$ cat src/rtl/monitor_pkg.sv
// Shared definitions for the result checker: operation codes, checker states
// and the width of the compared result field.
package tb_pkg;

  localparam int OP_ADD = 0;
  localparam int OP_MUL = 1;

  typedef enum logic [1:0] {
    ST_IDLE,
    ST_WARMUP,
    ST_RUN,
    ST_HALTED
  } state_t;

  // Number of low result bits that carry information for a given operation.
  function automatic int res_width(input int width, input int op);
    return (op == OP_MUL) ? 2 * width : width + 1;
  endfunction

endpackage

$ cat src/rtl/monitor_if.sv
// Control, operand/result and statistics bundle between a stimulus source and
// the monitor.
interface monitor_if #(
  parameter int WIDTH = 32,
  parameter int CNT_W = 32
);

  logic                 i_enable;
  logic                 i_halt_on_err;
  logic                 i_clear;
  logic [WIDTH-1:0]     i_mon_a;
  logic [WIDTH-1:0]     i_mon_b;
  logic [2*WIDTH-1:0]   i_dut_res;
  logic [CNT_W-1:0]     o_test_count;
  logic [CNT_W-1:0]     o_err_count;
  logic                 o_fail_valid;
  logic [WIDTH-1:0]     o_fail_a;
  logic [WIDTH-1:0]     o_fail_b;
  logic [2*WIDTH-1:0]   o_fail_exp;
  logic [2*WIDTH-1:0]   o_fail_res;
  logic                 o_running;
  logic                 o_halted;

  modport master (
    output i_enable, i_halt_on_err, i_clear, i_mon_a, i_mon_b, i_dut_res,
    input  o_test_count, o_err_count, o_fail_valid, o_fail_a, o_fail_b,
           o_fail_exp, o_fail_res, o_running, o_halted
  );

  modport slave (
    input  i_enable, i_halt_on_err, i_clear, i_mon_a, i_mon_b, i_dut_res,
    output o_test_count, o_err_count, o_fail_valid, o_fail_a, o_fail_b,
           o_fail_exp, o_fail_res, o_running, o_halted
  );

endinterface

$ cat src/rtl/monitor_ref_model.sv
// Combinational expected-result model: zero-extended sum or full product of
// the two operands, always presented on 2*WIDTH bits.
module monitor_ref_model
  import tb_pkg::*;
#(
  parameter int WIDTH = 32,
  parameter int OP    = OP_ADD
) (
  input  logic [WIDTH-1:0]   a,
  input  logic [WIDTH-1:0]   b,
  output logic [2*WIDTH-1:0] exp_res
);

  generate
    if (OP == OP_MUL) begin : g_mul
      assign exp_res = {{WIDTH{1'b0}}, a} * {{WIDTH{1'b0}}, b};
    end else begin : g_add
      assign exp_res = {{(WIDTH-1){1'b0}}, ({1'b0, a} + {1'b0, b})};
    end
  endgenerate

endmodule

$ cat src/rtl/monitor.sv
// Result checker: compares DUT results against the reference model after a
// warm-up window, keeps saturating statistics and captures the first failure.
module monitor
  import tb_pkg::*;
#(
  parameter int WIDTH  = 32,
  parameter int OP     = OP_ADD,
  parameter int WARMUP = 3,
  parameter int CNT_W  = 32
) (
  input  logic     clk_dut,
  input  logic     reset,
  monitor_if.slave bus
);

  localparam int RES_W = res_width(WIDTH, OP);
  localparam logic [2*WIDTH-1:0] ONE = {{(2*WIDTH-1){1'b0}}, 1'b1};
  // Shifting out the whole word leaves 0, so the subtraction yields all-ones.
  localparam logic [2*WIDTH-1:0] RES_MASK = (ONE << RES_W) - ONE;
  localparam int WC_W = (WARMUP > 1) ? $clog2(WARMUP) : 1;

  function automatic logic [CNT_W-1:0] sat_inc(input logic [CNT_W-1:0] c);
    return (&c) ? c : c + CNT_W'(1);
  endfunction

  state_t             state_q, state_d;
  logic [WC_W-1:0]    wcnt_q, wcnt_d;
  logic [2*WIDTH-1:0] exp_c;

  logic               vld_p1, mis_p1;
  logic [WIDTH-1:0]   a_p1, b_p1;
  logic [2*WIDTH-1:0] exp_p1, res_p1;

  logic [CNT_W-1:0]   test_q, err_q;
  logic               fail_vld_q;
  logic [WIDTH-1:0]   fail_a_q, fail_b_q;
  logic [2*WIDTH-1:0] fail_exp_q, fail_res_q;

  monitor_ref_model #(.WIDTH(WIDTH), .OP(OP)) u_ref (
    .a       (bus.i_mon_a),
    .b       (bus.i_mon_b),
    .exp_res (exp_c)
  );

  always_comb begin
    state_d = state_q;
    wcnt_d  = wcnt_q;
    case (state_q)
      ST_IDLE: begin
        if (bus.i_enable) begin
          if (WARMUP == 0) begin
            state_d = ST_RUN;
          end else begin
            state_d = ST_WARMUP;
            wcnt_d  = WC_W'(WARMUP - 1);
          end
        end
      end
      ST_WARMUP: begin
        if (!bus.i_enable)     state_d = ST_IDLE;
        else if (wcnt_q == '0) state_d = ST_RUN;
        else                   wcnt_d  = wcnt_q - WC_W'(1);
      end
      ST_RUN: begin
        if (!bus.i_enable)                                   state_d = ST_IDLE;
        else if (bus.i_halt_on_err && vld_p1 && mis_p1)      state_d = ST_HALTED;
      end
      ST_HALTED: begin
        if (!bus.i_enable) state_d = ST_IDLE;
      end
      default: state_d = ST_IDLE;
    endcase
  end

  always_ff @(posedge clk_dut) begin
    if (reset) begin
      state_q <= ST_IDLE;
      wcnt_q  <= '0;
    end else begin
      state_q <= state_d;
      wcnt_q  <= wcnt_d;
    end
  end

  // Stage 1: latch operands, expected, actual and mismatch flag
  always_ff @(posedge clk_dut) begin
    if (reset) begin
      vld_p1 <= 1'b0;
      mis_p1 <= 1'b0;
      a_p1   <= '0;
      b_p1   <= '0;
      exp_p1 <= '0;
      res_p1 <= '0;
    end else begin
      vld_p1 <= (state_q == ST_RUN) && (state_d == ST_RUN);
      mis_p1 <= (exp_c & RES_MASK) != (bus.i_dut_res & RES_MASK);
      a_p1   <= bus.i_mon_a;
      b_p1   <= bus.i_mon_b;
      exp_p1 <= exp_c & RES_MASK;
      res_p1 <= bus.i_dut_res & RES_MASK;
    end
  end

  // Stage 2: retire stage 1 into statistics and first-fail capture
  always_ff @(posedge clk_dut) begin
    if (reset || bus.i_clear) begin
      test_q     <= '0;
      err_q      <= '0;
      fail_vld_q <= 1'b0;
      fail_a_q   <= '0;
      fail_b_q   <= '0;
      fail_exp_q <= '0;
      fail_res_q <= '0;
    end else if (vld_p1) begin
      test_q <= sat_inc(test_q);
      if (mis_p1) begin
        err_q <= sat_inc(err_q);
        if (!fail_vld_q) begin
          fail_vld_q <= 1'b1;
          fail_a_q   <= a_p1;
          fail_b_q   <= b_p1;
          fail_exp_q <= exp_p1;
          fail_res_q <= res_p1;
        end
      end
    end
  end

  assign bus.o_test_count = test_q;
  assign bus.o_err_count  = err_q;
  assign bus.o_fail_valid = fail_vld_q;
  assign bus.o_fail_a     = fail_a_q;
  assign bus.o_fail_b     = fail_b_q;
  assign bus.o_fail_exp   = fail_exp_q;
  assign bus.o_fail_res   = fail_res_q;
  assign bus.o_running    = (state_q == ST_RUN);
  assign bus.o_halted     = (state_q == ST_HALTED);

endmodule
$ cat src/flat_wrapper.sv
// flat-port wrapper written by rule: the top's interface ports become plain ports
module monitor_flat import tb_pkg::*;
#(
  parameter int WIDTH  = 32,
  parameter int OP     = OP_ADD,
  parameter int WARMUP = 3,
  parameter int CNT_W  = 32
)
  (clk_dut, reset, bus_i_enable, bus_i_halt_on_err, bus_i_clear, bus_i_mon_a, bus_i_mon_b, bus_i_dut_res, bus_o_test_count, bus_o_err_count, bus_o_fail_valid, bus_o_fail_a, bus_o_fail_b, bus_o_fail_exp, bus_o_fail_res, bus_o_running, bus_o_halted);
  monitor_if #(.WIDTH(WIDTH), .CNT_W(CNT_W)) bus_i ();
  input  logic clk_dut;
  input  logic reset;
  input wire logic [$bits(bus_i.i_enable)-1:0] bus_i_enable;
  input wire logic [$bits(bus_i.i_halt_on_err)-1:0] bus_i_halt_on_err;
  input wire logic [$bits(bus_i.i_clear)-1:0] bus_i_clear;
  input wire logic [$bits(bus_i.i_mon_a)-1:0] bus_i_mon_a;
  input wire logic [$bits(bus_i.i_mon_b)-1:0] bus_i_mon_b;
  input wire logic [$bits(bus_i.i_dut_res)-1:0] bus_i_dut_res;
  output wire logic [$bits(bus_i.o_test_count)-1:0] bus_o_test_count;
  output wire logic [$bits(bus_i.o_err_count)-1:0] bus_o_err_count;
  output wire logic [$bits(bus_i.o_fail_valid)-1:0] bus_o_fail_valid;
  output wire logic [$bits(bus_i.o_fail_a)-1:0] bus_o_fail_a;
  output wire logic [$bits(bus_i.o_fail_b)-1:0] bus_o_fail_b;
  output wire logic [$bits(bus_i.o_fail_exp)-1:0] bus_o_fail_exp;
  output wire logic [$bits(bus_i.o_fail_res)-1:0] bus_o_fail_res;
  output wire logic [$bits(bus_i.o_running)-1:0] bus_o_running;
  output wire logic [$bits(bus_i.o_halted)-1:0] bus_o_halted;
  assign bus_i.i_enable = bus_i_enable;
  assign bus_i.i_halt_on_err = bus_i_halt_on_err;
  assign bus_i.i_clear = bus_i_clear;
  assign bus_i.i_mon_a = bus_i_mon_a;
  assign bus_i.i_mon_b = bus_i_mon_b;
  assign bus_i.i_dut_res = bus_i_dut_res;
  assign bus_o_test_count = bus_i.o_test_count;
  assign bus_o_err_count = bus_i.o_err_count;
  assign bus_o_fail_valid = bus_i.o_fail_valid;
  assign bus_o_fail_a = bus_i.o_fail_a;
  assign bus_o_fail_b = bus_i.o_fail_b;
  assign bus_o_fail_exp = bus_i.o_fail_exp;
  assign bus_o_fail_res = bus_i.o_fail_res;
  assign bus_o_running = bus_i.o_running;
  assign bus_o_halted = bus_i.o_halted;
  monitor #(.WIDTH(WIDTH), .OP(OP), .WARMUP(WARMUP), .CNT_W(CNT_W)) u_core (.clk_dut(clk_dut), .reset(reset), .bus(bus_i));
endmodule
$ cat config.mk
export PLATFORM = sky130hd
export DESIGN_NAME = monitor_flat
export DESIGN_NICKNAME = d
export VERILOG_FILES = /design/src/rtl/monitor_pkg.sv /design/src/rtl/monitor_if.sv /design/src/rtl/monitor_ref_model.sv /design/src/rtl/monitor.sv /design/src/flat_wrapper.sv
export SDC_FILE = /design/constraint.sdc
export NUM_CORES = 1
export LEC_CHECK = 0
export ABC_CLOCK_PERIOD_IN_PS = 5700
export BUFFER_PORTS_ARGS = -buffer_cell sky130_fd_sc_hd__buf_4
export CAP_MARGIN = 10
export CELL_PAD_IN_SITES_DETAIL_PLACEMENT = 0
export CELL_PAD_IN_SITES_GLOBAL_PLACEMENT = 1
export CORE_AREA = 5 5 192 194
export CTS_CLUSTER_SIZE = 30
export DETAILED_ROUTE_END_ITERATION = 12
export DIE_AREA = 0 0 197 199
export PLACE_DENSITY = 0.81
export SKIP_CTS_REPAIR_TIMING = 1
export SLEW_MARGIN = 20
export SYNTH_ARGS = -nofsm -noshare
export SYNTH_HDL_FRONTEND = slang
export SYNTH_SLANG_ARGS = --single-unit
export TNS_END_PERCENT = 5
$ cat constraint.sdc
create_clock -name clk_dut -period 5.7 [get_ports clk_dut]
set_clock_uncertainty 0.1 [all_clocks]
set_input_delay 0.855 -clock clk_dut [delete_from_list [all_inputs] [get_ports clk_dut]]
set_output_delay 0.855 -clock clk_dut [all_outputs]
set_load 0.02 [all_outputs]
==> metrics.md, run 1 <==
| Metric | Value |
|---|---|
| Initial core utilization | `39.4%` |
| Largest family of logic cells by synthesized area | `simple AND/OR/NAND/NOR gates` |
| WP data required | `between 5000 and 6000 ps` |
| Routed met2 length | `around 19,000 microns` |
| Core area | `~35,000 sq um` |
| Arrival @ worst endpoint | `approximately 4300 ps` |
| 1st-pass router iterations | `5` |
| Most common cell in the netlist | `dfxtp_1` |
| Post-synth ARST share | `0%` |
| Area contributors post-synth | `dfxtp_1 48%, nand2_1 8.8%, a21oi_1 6.3%` |
| Synthesized area | `around 14,000 sq um` |
| CTS tree | `yes` |
| Clock Sinks | `331` |
| CP Class | `input port to register` |
| Highest Signal Layer | `met5` |
| Min Tclk post-route | `a little over 4000 ps` |
| IO Port Bufs | `about 300` |
| Cells on worst reg2reg path | `10` |
| Vias per cell | `approximately 4.8` |
| EDFF count, synth | `0` |
| Slew headroom | `between 30% and 40%` |
| Type of origin of the critical path | `input port` |
| I/O pins | `approximately 390` |
| Reg-to-reg setup timing slack | `roughly 2600 ps` |
| Critical Path Start | `bus_i_mon_b[0]` |
| Metal-1 WL | `~17,000 microns` |
| Clk Latency, worst-skew pair | `roughly 540 ps` |
| CTS root buffer | `clkbuf_16` |
| Post-layout nets | `between 2,000 and 2,500` |
| Final setup margin | `roughly 1600 ps` |
| Xor-xnor portion of the synthesized cell area | `around 7.7%` |
| Tot Pwr | `5.40 mW` |
| Post-Synthesis Cells | `approximately 1,600` |
| Number of maximum-capacitance violations | `0` |
| Ant diodes | `0` |
| Grt ovf | `0` |
| Post-Synth Simple-Gate Area | `between 20% and 30%` |
| First DRT Iteration DRCs | `450` |
| CP Capture Point | `u_core.mis_p1` |
| Mux cell area share after synthesis | `less than 1%` |
| WL/cell | `~17 microns` |
| Yosys top cell by area | `dfxtp_1` |
| Avg Synthesized Cell Area | `8.58 sq um` |
| Count of different cell masters after synthesis | `65` |
| R2r startpoint | `u_core.bus.o_test_count[14]` |
| VDD IR max | `~210 uV` |
| Pin count of the biggest net entering global routing | `between 100 and 150` |
| RR Endpoint | `u_core.bus.o_test_count[15]` |
| Clock transition at path regs | `approximately 60 ps` |
| Initial antenna violation count | `3` |
| CTS Buf Count | `37` |
| Die W | `around 200 microns` |
| Final hold vios | `0` |
| Hpwl dp | `29,400 microns` |
| Commonest cells in the netlist | `331 x dfxtp_1, 323 x nand2_1, 173 x a21oi_1, 126 x nor2_1, 105 x nor2b_1` |
| Status | `completed` |
| Routed wl met3 | `roughly 2700 microns` |
| Aggregate global-route resource usage | `19.1%` |
| Dpl ws | `1070 ps` |
| Final Max Slew Viols | `0` |
| Leakage | `6.95 nW` |
| Vias in the first global route | `roughly 11,000` |
| Dominant synthesized flop cell | `dfxtp_1` |
| Routed Antenna Nets | `0` |
| Crit. End Element | `register` |
| RePlAce Congestion | `~0.86` |
| Setup TNS | `0 ps` |
| Compound-gate portion of the synthesized area | `between 10% and 20%` |
| Crit Path Max Fanout | `5` |
| RSZ-0062 raised after global routing | `false` |
| Hold slack | `roughly 330 ps` |
| # setup viols final | `0` |
| Final wirelength | `just under 40,000 microns` |
| DRC | `0` |
| Final worst-path cycle share | `71.2%` |
| Worst-Margin Slew | `between 1000 and 1500 ps` |
| Yosys top cell area share | `between 40% and 50%` |
| Worst Hold Class | `register to register` |
| Clock H-tree levels | `2` |
| Register bit total from synthesis | `roughly 330` |
| Area growth syn-to-layout | `25.7%` |
| DIE HEIGHT | `slightly below 200 microns` |
| Share of cells above drive strength 1 | `about a fifth` |
| Post-synthesis adder-cell area fraction | `~3.3%` |
| Sequential element share of the synthesized area | `between 40 and 50%` |
| Fmax | `~0.25 GHz` |
| First-pass GRT wire length | `around 61,000 microns` |
| Full die area | `39,200 sq um` |
| Clock buffer depth | `3` |
| Pwr Density | `311 nW/um^2` |
| Synth warnings | `0` |
| Via count | `about 11,000` |
| Std cell rows | `slightly below 70` |
==> placed cells by master (no fill, tap or decap), types with 37 or more instances in the layout <==
master	Yosys	layout
buf_4	62	304
clkbuf_16	0	37
nand2_1	323	323
xnor2_1	55	55
nor2_1	126	125
xor2_1	64	64
nor2b_1	105	105
a21oi_1	173	173
conb_1	1	62
dfxtp_1	331	331
==> where the power goes <==
part	switching (mW)	internal [mW]
clock network	0.972	1.46
logic	0.344	0.221
registers	0.0191	2.38
total	1.33	4.07
==> through the flow <==
stage               util (%)  instances  cell area (sq um)
finish                  49.5       2355              17400
global placement        45.9       2288              16100
CTS                     49.5       2355              17300
detailed placement      45.9       2288              16100
global route            49.5       2355              17400
floorplan                  -       1669              14000
==> critical path: stages <==
cell,delay (ps)
buf_4,130
ha_1,260
fa_1,420
a21o_1,210
nand4_1,180
a2111o_1,210
and3b_1,300
xnor3_1,250
or4_1,540
a2111oi_2,300
nand3_1,180
nor4b_2,340
a41oi_1,150
==> cell families after synthesis <==
kind of cell               Yosys count
AOI/OAI and AO/OA                  263
xor gates and xnor gates           120
adders and majority gates           36
buffers and inverters              163
DFF                                331
muxes                                5
other                                1
and+or+nand+nor                    689
==> registers in the layout, summed over array words and instances (netlist names) <==
signal / cells
u_core.exp_p1: 33
u_core.a_p1: 32
u_core.vld_p1: 1
u_core.bus.o_err_count: 32
u_core.bus.o_fail_res: 33
u_core.bus.o_fail_a: 32
u_core.state_q: 2
u_core.b_p1: 32
u_core.res_p1: 33
u_core.mis_p1: 1
u_core.wcnt_q: 2
u_core.bus.o_test_count: 32
u_core.bus.o_fail_valid: 1
u_core.bus.o_fail_b: 32
u_core.bus.o_fail_exp: 33
==> per-layer routing <==
| layer | track usage [%] | vias up |
|---|---|---|
| met5 | 0 | - |
| met1 | 24.8 | 5329 |
| met2 | 31.9 | 309 |
| met4 | 5.16 | 6 |
| li1 | - | 5701 |
| met3 | 4.96 | 65 |
==> layout make-up <==
| cell class | instances | area, sq um |
|---|---|---|
| Clock buffer | 50 | 1070 |
| Fill cell | 3473 | 17700 |
| Inverter | 16 | 60.1 |
| Clock inverter | 17 | 176 |
| Multi-Input combinational cell | 1175 | 6550 |
| Sequential cell | 331 | 6630 |
| Tap cell | 461 | 577 |
| Timing Repair Buffer | 305 | 2290 |
==> worst min path at each step <==
| stage | from | to | slack (ps) | cells past startpoint |
|---|---|---|---|---|
| floorplan | u_core.a_p1[0] | u_core.bus.o_fail_a[0] | 320 | 2 |
| finish | u_core.b_p1[24] | u_core.bus.o_fail_b[24] | 330 | 2 |
| detailed placement | u_core.b_p1[4] | u_core.bus.o_fail_b[4] | 330 | 2 |
| global route | u_core.a_p1[26] | u_core.bus.o_fail_a[26] | 340 | 2 |
| global placement | u_core.a_p1[9] | u_core.bus.o_fail_a[9] | 320 | 2 |
| CTS | u_core.res_p1[31] | u_core.bus.o_fail_res[31] | 330 | 2 |
(Power assumes the default switching activity.)
==> run 2, diff against run 1 <==
--- a/config.mk
+++ b/config.mk
@@ -5,16 +5,16 @@
 export SDC_FILE = /design/constraint.sdc
 export NUM_CORES = 1
 export LEC_CHECK = 0
-export ABC_CLOCK_PERIOD_IN_PS = 5700
+export ABC_CLOCK_PERIOD_IN_PS = 3400
 export BUFFER_PORTS_ARGS = -buffer_cell sky130_fd_sc_hd__buf_4
 export CAP_MARGIN = 10
 export CELL_PAD_IN_SITES_DETAIL_PLACEMENT = 0
 export CELL_PAD_IN_SITES_GLOBAL_PLACEMENT = 1
-export CORE_AREA = 5 5 192 194
+export CORE_AREA = 5 5 205 207
 export CTS_CLUSTER_SIZE = 30
 export DETAILED_ROUTE_END_ITERATION = 12
-export DIE_AREA = 0 0 197 199
-export PLACE_DENSITY = 0.81
+export DIE_AREA = 0 0 210 212
+export PLACE_DENSITY = 0.75
 export SKIP_CTS_REPAIR_TIMING = 1
 export SLEW_MARGIN = 20
 export SYNTH_ARGS = -nofsm -noshare
==> constraint.sdc (replaced) <==
create_clock -name clk_dut -period 3.4 [get_ports clk_dut]
set_clock_uncertainty 0.1 [all_clocks]
set_input_delay 0.51 -clock clk_dut [delete_from_list [all_inputs] [get_ports clk_dut]]
set_output_delay 0.51 -clock clk_dut [all_outputs]
set_load 0.02 [all_outputs]
==> metrics.md, run 2 (synthesized netlist as in run 1, its figures left out) <==
| Metric | Value |
|---|---|
| Status | `completed` |
| Clock buffer depth | `3` |
| # setup viols final | `0` |
| Via count | `roughly 12,000` |
| Type of origin of the critical path | `input port` |
| Area post-placement | `between 15,000 and 20,000 sq um` |
| DIE HEIGHT | `212 microns` |
| Final setup margin | `approximately 200 ps` |
| VDD IR max | `394 uV` |
| Core area | `approximately 40,000 sq um` |
| WP data required | `about 3700 ps` |
| Setup TNS | `0 ps` |
| Slew headroom | `approximately 52%` |
| Crit. End Element | `register` |
| P_sw | `2.26 mW` |
| Fmax | `around 0.31 GHz` |
| Finished Core Util | `roughly 46%` |
| Share of cells above drive strength 1 | `24.3%` |
| Clock transition at path regs | `60 ps` |
| Worst-Margin Slew | `roughly 730 ps` |
| Number of maximum-capacitance violations | `0` |
| Vias per cell | `~4.7` |
| Internal power | `~7 mW` |
| Slowest CP cell | `or4_1` |
| Commonest non-fill, non-tap cells in the layout | `407 x buf_4, 331 x dfxtp_1, 323 x nand2_1, 173 x a21oi_1, 125 x nor2_1` |
| Critical Path Max Stage Delay | `540 ps` |
| RePlAce Congestion | `approximately 0.88` |
| I/O pins | `~390` |
| CTS Buf Count | `38` |
| Hold slack | `about 90 ps` |
| Buf/Inv on CP | `1` |
| Final hold vios | `0` |
| Dpl ws | `-365 ps` |
| Aggregate global-route resource usage | `between 10% and 20%` |
| IO Port Bufs | `slightly below 300` |
| DRC | `0` |
| 1st-pass router iterations | `5` |
| Pwr Density | `512 nW/um^2` |
| Post-layout nets | `2,142` |
| First-pass GRT wire length | `around 65,000 microns` |
| RSZ-0062 raised after global routing | `false` |
| Sw frac | `about a quarter` |
| Initial core utilization | `around 34%` |
| Grt ovf | `0` |
| Gate power share | `12.7%` |
| Final wirelength | `approximately 43,000 microns` |
| CTS tree | `yes` |
| Vias in the first global route | `11,400` |
| Min Tclk post-route | `3200 ps` |
| CP Class | `input port to register` |
| WL/cell | `17.1 microns` |
| Arrival @ worst endpoint | `around 3500 ps` |
| Initial antenna violation count | `6` |
| Worst Hold Class | `input port to register` |
| Final Max Slew Viols | `0` |
| Die W | `between 200 and 250 microns` |
| Crit Path Max Fanout | `5` |
| Sequential share of power | `between 40% and 50%` |
| Clock Power Share | `between 40% and 50%` |
| Design area | `between 15,000 and 20,000 sq um` |
| First DRT Iteration DRCs | `681` |
| Leakage | `approximately 7.5 nW` |
| Full die area | `between 40,000 and 50,000 sq um` |
| Pin count of the biggest net entering global routing | `126` |
| Area growth syn-to-layout | `32.7%` |
| Clock H-tree levels | `2` |
| CTS root buffer | `clkbuf_16` |
| Most common cell after layout, fill and taps aside | `buf_4` |
| Hpwl dp | `32,900 microns` |
| Worst path cell trace | `buf_4 > ha_2 > fa_2 > a21o_1 > nand4_1 > a211oi_1 > nor4_1 > o31a_1 > or4_1 > a2111oi_2 > nand3_1 > nor4b_2 > a41oi_1` |
| Clk Latency, worst-skew pair | `540 ps` |
| Std cell rows | `74` |
| Clock Sinks | `331` |
| Routed Antenna Nets | `0` |
| Top delay family on crit path | `simple AND/OR/NAND/NOR gates` |
| Final worst-path cycle share | `a little over nine tenths` |
-- run 2: final timing paths --
kind                                     from                     endpoint  slack (ps)  depth (start not counted)
hold / removal                 bus_i_mon_a[4]               u_core.a_p1[4]          90                          2
setup / recovery               bus_i_mon_b[0]                u_core.mis_p1         200                         13
hold reg to reg             u_core.exp_p1[32]    u_core.bus.o_fail_exp[32]         330                          2
setup reg to reg  u_core.bus.o_test_count[10]  u_core.bus.o_test_count[25]         500                         11
-- run 2: final cells by class --
cell class / instances / area (sq um)
tap: 532 / 666
clock inverter: 10 / 183
clock buffer: 53 / 1080
sequential: 331 / 6630
fill: 4038 / 21900
multi-input combinational: 1175 / 6560
timing repair buffer: 411 / 3140
antenna: 3 / 7.51
inverter: 16 / 60.1
-- run 2: routing by layer --
layer  track usage (%)  routed length, microns  vias to the layer above  share of wire [%]
met3              4.29                    2590                       80                6.0
li1                  -                       -                     5917                  -
met1              22.7                   18100                     5569                 42
met2              32.3                   21300                      321                 49
met5                 0                      47                        -               0.11
met4              6.50                    1290                        6                3.0
-- run 2: power groups by stage --
stage          Clock (mW)  Combinational [mW]  Sequential, mW
3_3_place_gp            0                1.19            4.12
5_1_grt              4.45                1.29            4.04
2_1_floorplan           0               0.705            4.11
4_1_cts              4.29                1.20            4.03
6_report             4.17                1.19            4.03
3_5_place_dp            0                1.19            4.12
-- run 2: metrics by stage --
step	total power, mW	cells
finish	9.39	2531
global route	9.79	2530
CTS	9.52	2528
detailed placement	5.31	2465
global placement	5.30	2465
floorplan	4.81	1669
==> run 3, diff against run 2 <==
--- a/config.mk
+++ b/config.mk
@@ -10,10 +10,10 @@
 export CAP_MARGIN = 10
 export CELL_PAD_IN_SITES_DETAIL_PLACEMENT = 0
 export CELL_PAD_IN_SITES_GLOBAL_PLACEMENT = 1
-export CORE_AREA = 5 5 205 207
+export CORE_AREA = 5 5 157 271
 export CTS_CLUSTER_SIZE = 30
 export DETAILED_ROUTE_END_ITERATION = 12
-export DIE_AREA = 0 0 210 212
+export DIE_AREA = 0 0 162 276
 export PLACE_DENSITY = 0.75
 export SKIP_CTS_REPAIR_TIMING = 1
 export SLEW_MARGIN = 20
==> metrics.md, run 3 (synthesized netlist as in run 1, its figures left out) <==
| Metric | Value |
|---|---|
| Slowest CP cell | `or4_1` |
| CTS root buffer | `clkbuf_16` |
| Initial antenna violation count | `2` |
| Crit. End Element | `register` |
| RePlAce Congestion | `~0.9` |
| Vias in the first global route | `between 10,000 and 15,000` |
| IO Port Bufs | `298` |
| Initial core utilization | `34.5%` |
| Final Max Slew Viols | `0` |
| Routing usage on met3 | `about 2.6%` |
| DIE HEIGHT | `276 microns` |
| Area growth syn-to-layout | `31.5%` |
| Std cell rows | `97` |
| Met1 track demand over resource | `20.9%` |
| Aggregate global-route resource usage | `about a fifth` |
| CP Class | `input port to register` |
| Clock buffer depth | `3` |
| Final hold vios | `0` |
| Status | `completed` |
| Vias per cell | `4.76` |
| Clock Sinks | `331` |
| Buf/Inv on CP | `2` |
| Pwr Density | `about 480 nW/um^2` |
| Fmax | `approximately 0.3 GHz` |
| Tot Pwr | `~8.7 mW` |
| I/O pins | `about 390` |
| Met2 Resource Use GR | `between 30% and 40%` |
| Share of cells above drive strength 1 | `roughly a quarter` |
| Leakage | `between 7 and 8 nW` |
| Min Tclk post-route | `between 3000 and 4000 ps` |
| Top delay family on crit path | `compound AO/OA/AOI/OAI gates` |
| 1st-pass router iterations | `7` |
| CTS Buf Count | `31` |
| CP most frequent cell | `buf_4` |
| First-pass GRT wire length | `between 60,000 and 70,000 microns` |
| Finished Core Util | `between 40 and 50%` |
| First DRT Iteration DRCs | `506` |
| Critical Path Max Stage Delay | `540 ps` |
| Hold Crit Start | `bus_i_mon_a[31]` |
| Clock transition at path regs | `roughly 70 ps` |
| Cells after DPL | `between 2,000 and 2,500` |
| GRT Max-Usage Layer | `met2` |
| R2r startpoint | `u_core.bus.o_test_count[14]` |
| Routed Antenna Nets | `0` |
| Worst path cell trace | `buf_4 > ha_2 > fa_2 > a21o_1 > nand4_1 > buf_4 > a211o_2 > a21oi_1 > o31a_1 > or4_1 > a2111oi_2 > nand3_1 > nor4b_2 > a41oi_1` |
| Via count | `between 10,000 and 15,000` |
| Final wirelength | `about 45,000 microns` |
| Most common cell after layout, fill and taps aside | `buf_4` |
| Clk Latency, worst-skew pair | `580 ps` |
| Setup TNS | `0 ps` |
| Critical Path Start | `bus_i_mon_b[0]` |
| WL/cell | `18.0 microns` |
| CTS tree | `yes` |
| Pin count of the biggest net entering global routing | `~130` |
| Crit Path Max Fanout | `4` |
| Hold slack | `approximately 55 ps` |
| Post-layout nets | `around 2,200` |
| Grt ovf | `0` |
| Number of maximum-capacitance violations | `0` |
| WP data required | `3710 ps` |
| Commonest non-fill, non-tap cells in the layout | `428 x buf_4, 331 x dfxtp_1, 323 x nand2_1, 173 x a21oi_1, 125 x nor2_1` |
| Final std cells w/o fill | `2,507` |
| VDD IR max | `between 200 and 300 uV` |
| Final worst-path cycle share | `a little over nine tenths` |
| Hpwl dp | `35,100 microns` |
| RSZ-0062 raised after global routing | `false` |
| Full die area | `~45,000 sq um` |
| # setup viols final | `0` |
| Type of origin of the critical path | `input port` |
| Die W | `162 microns` |
| Clock H-tree levels | `1` |
| DRC | `0` |
| Worst Hold Class | `input port to register` |
| Worst-Margin Slew | `908 ps` |
| Arrival @ worst endpoint | `3560 ps` |
| Slew headroom | `39.4%` |
| Core area | `between 40,000 and 50,000 sq um` |
## run 3: changes by cell type in the layout (fill, tap and decap cells not counted), sizes merged
| cell | change |
|---|---|
| buf | +22 |
| diode | -1 |
| clkinvlp | +1 |
| clkinv | +2 |
| clkbuf | -7 |
| bufinv | -3 |
| inv | -1 |
## run 3: stage by stage
step           area (sq um)  worst slack (ps)
5_1_grt               18200              26.7
3_3_place_gp          17200              -467
3_5_place_dp          17200              -465
2_1_floorplan         14000              56.1
4_1_cts               18200               148
6_report              18200               155
## run 3: layer usage
metal  share of wire, %  up-vias  wire length [microns]
met5                  0        -                      0
met4                2.5        0                   1140
met3                4.3       54                   1960
met2                 55      337                  24900
met1                 38     5585                  17000
li1                   -     5945                      -
## run 3: where the power goes
group	total, mW	internal [mW]	switching, mW
sequential	4.03	4.00	0.0326
combinational	1.23	0.556	0.673
clock	3.41	1.93	1.48
total	8.67	6.49	2.18
## run 3: area by class of cell
class / count / area, sq um
well taps: 495 / 619
repair buffers: 433 / 3310
fillers: 4055 / 21900
clock inverters: 9 / 101
diodes: 2 / 5.00
flip-flops and latches: 331 / 6630
clock buffers: 46 / 882
multi-input cells: 1175 / 6550
inverters: 16 / 60.1
## run 3: worst paths after layout
check / endpoint / slack, ps / cells past startpoint
setup / recovery: u_core.mis_p1 / 150 / 14
hold reg to reg: u_core.bus.o_fail_a[2] / 330 / 2
hold / removal: u_core.a_p1[31] / 50 / 2
setup reg to reg: u_core.bus.o_test_count[17] / 580 / 11
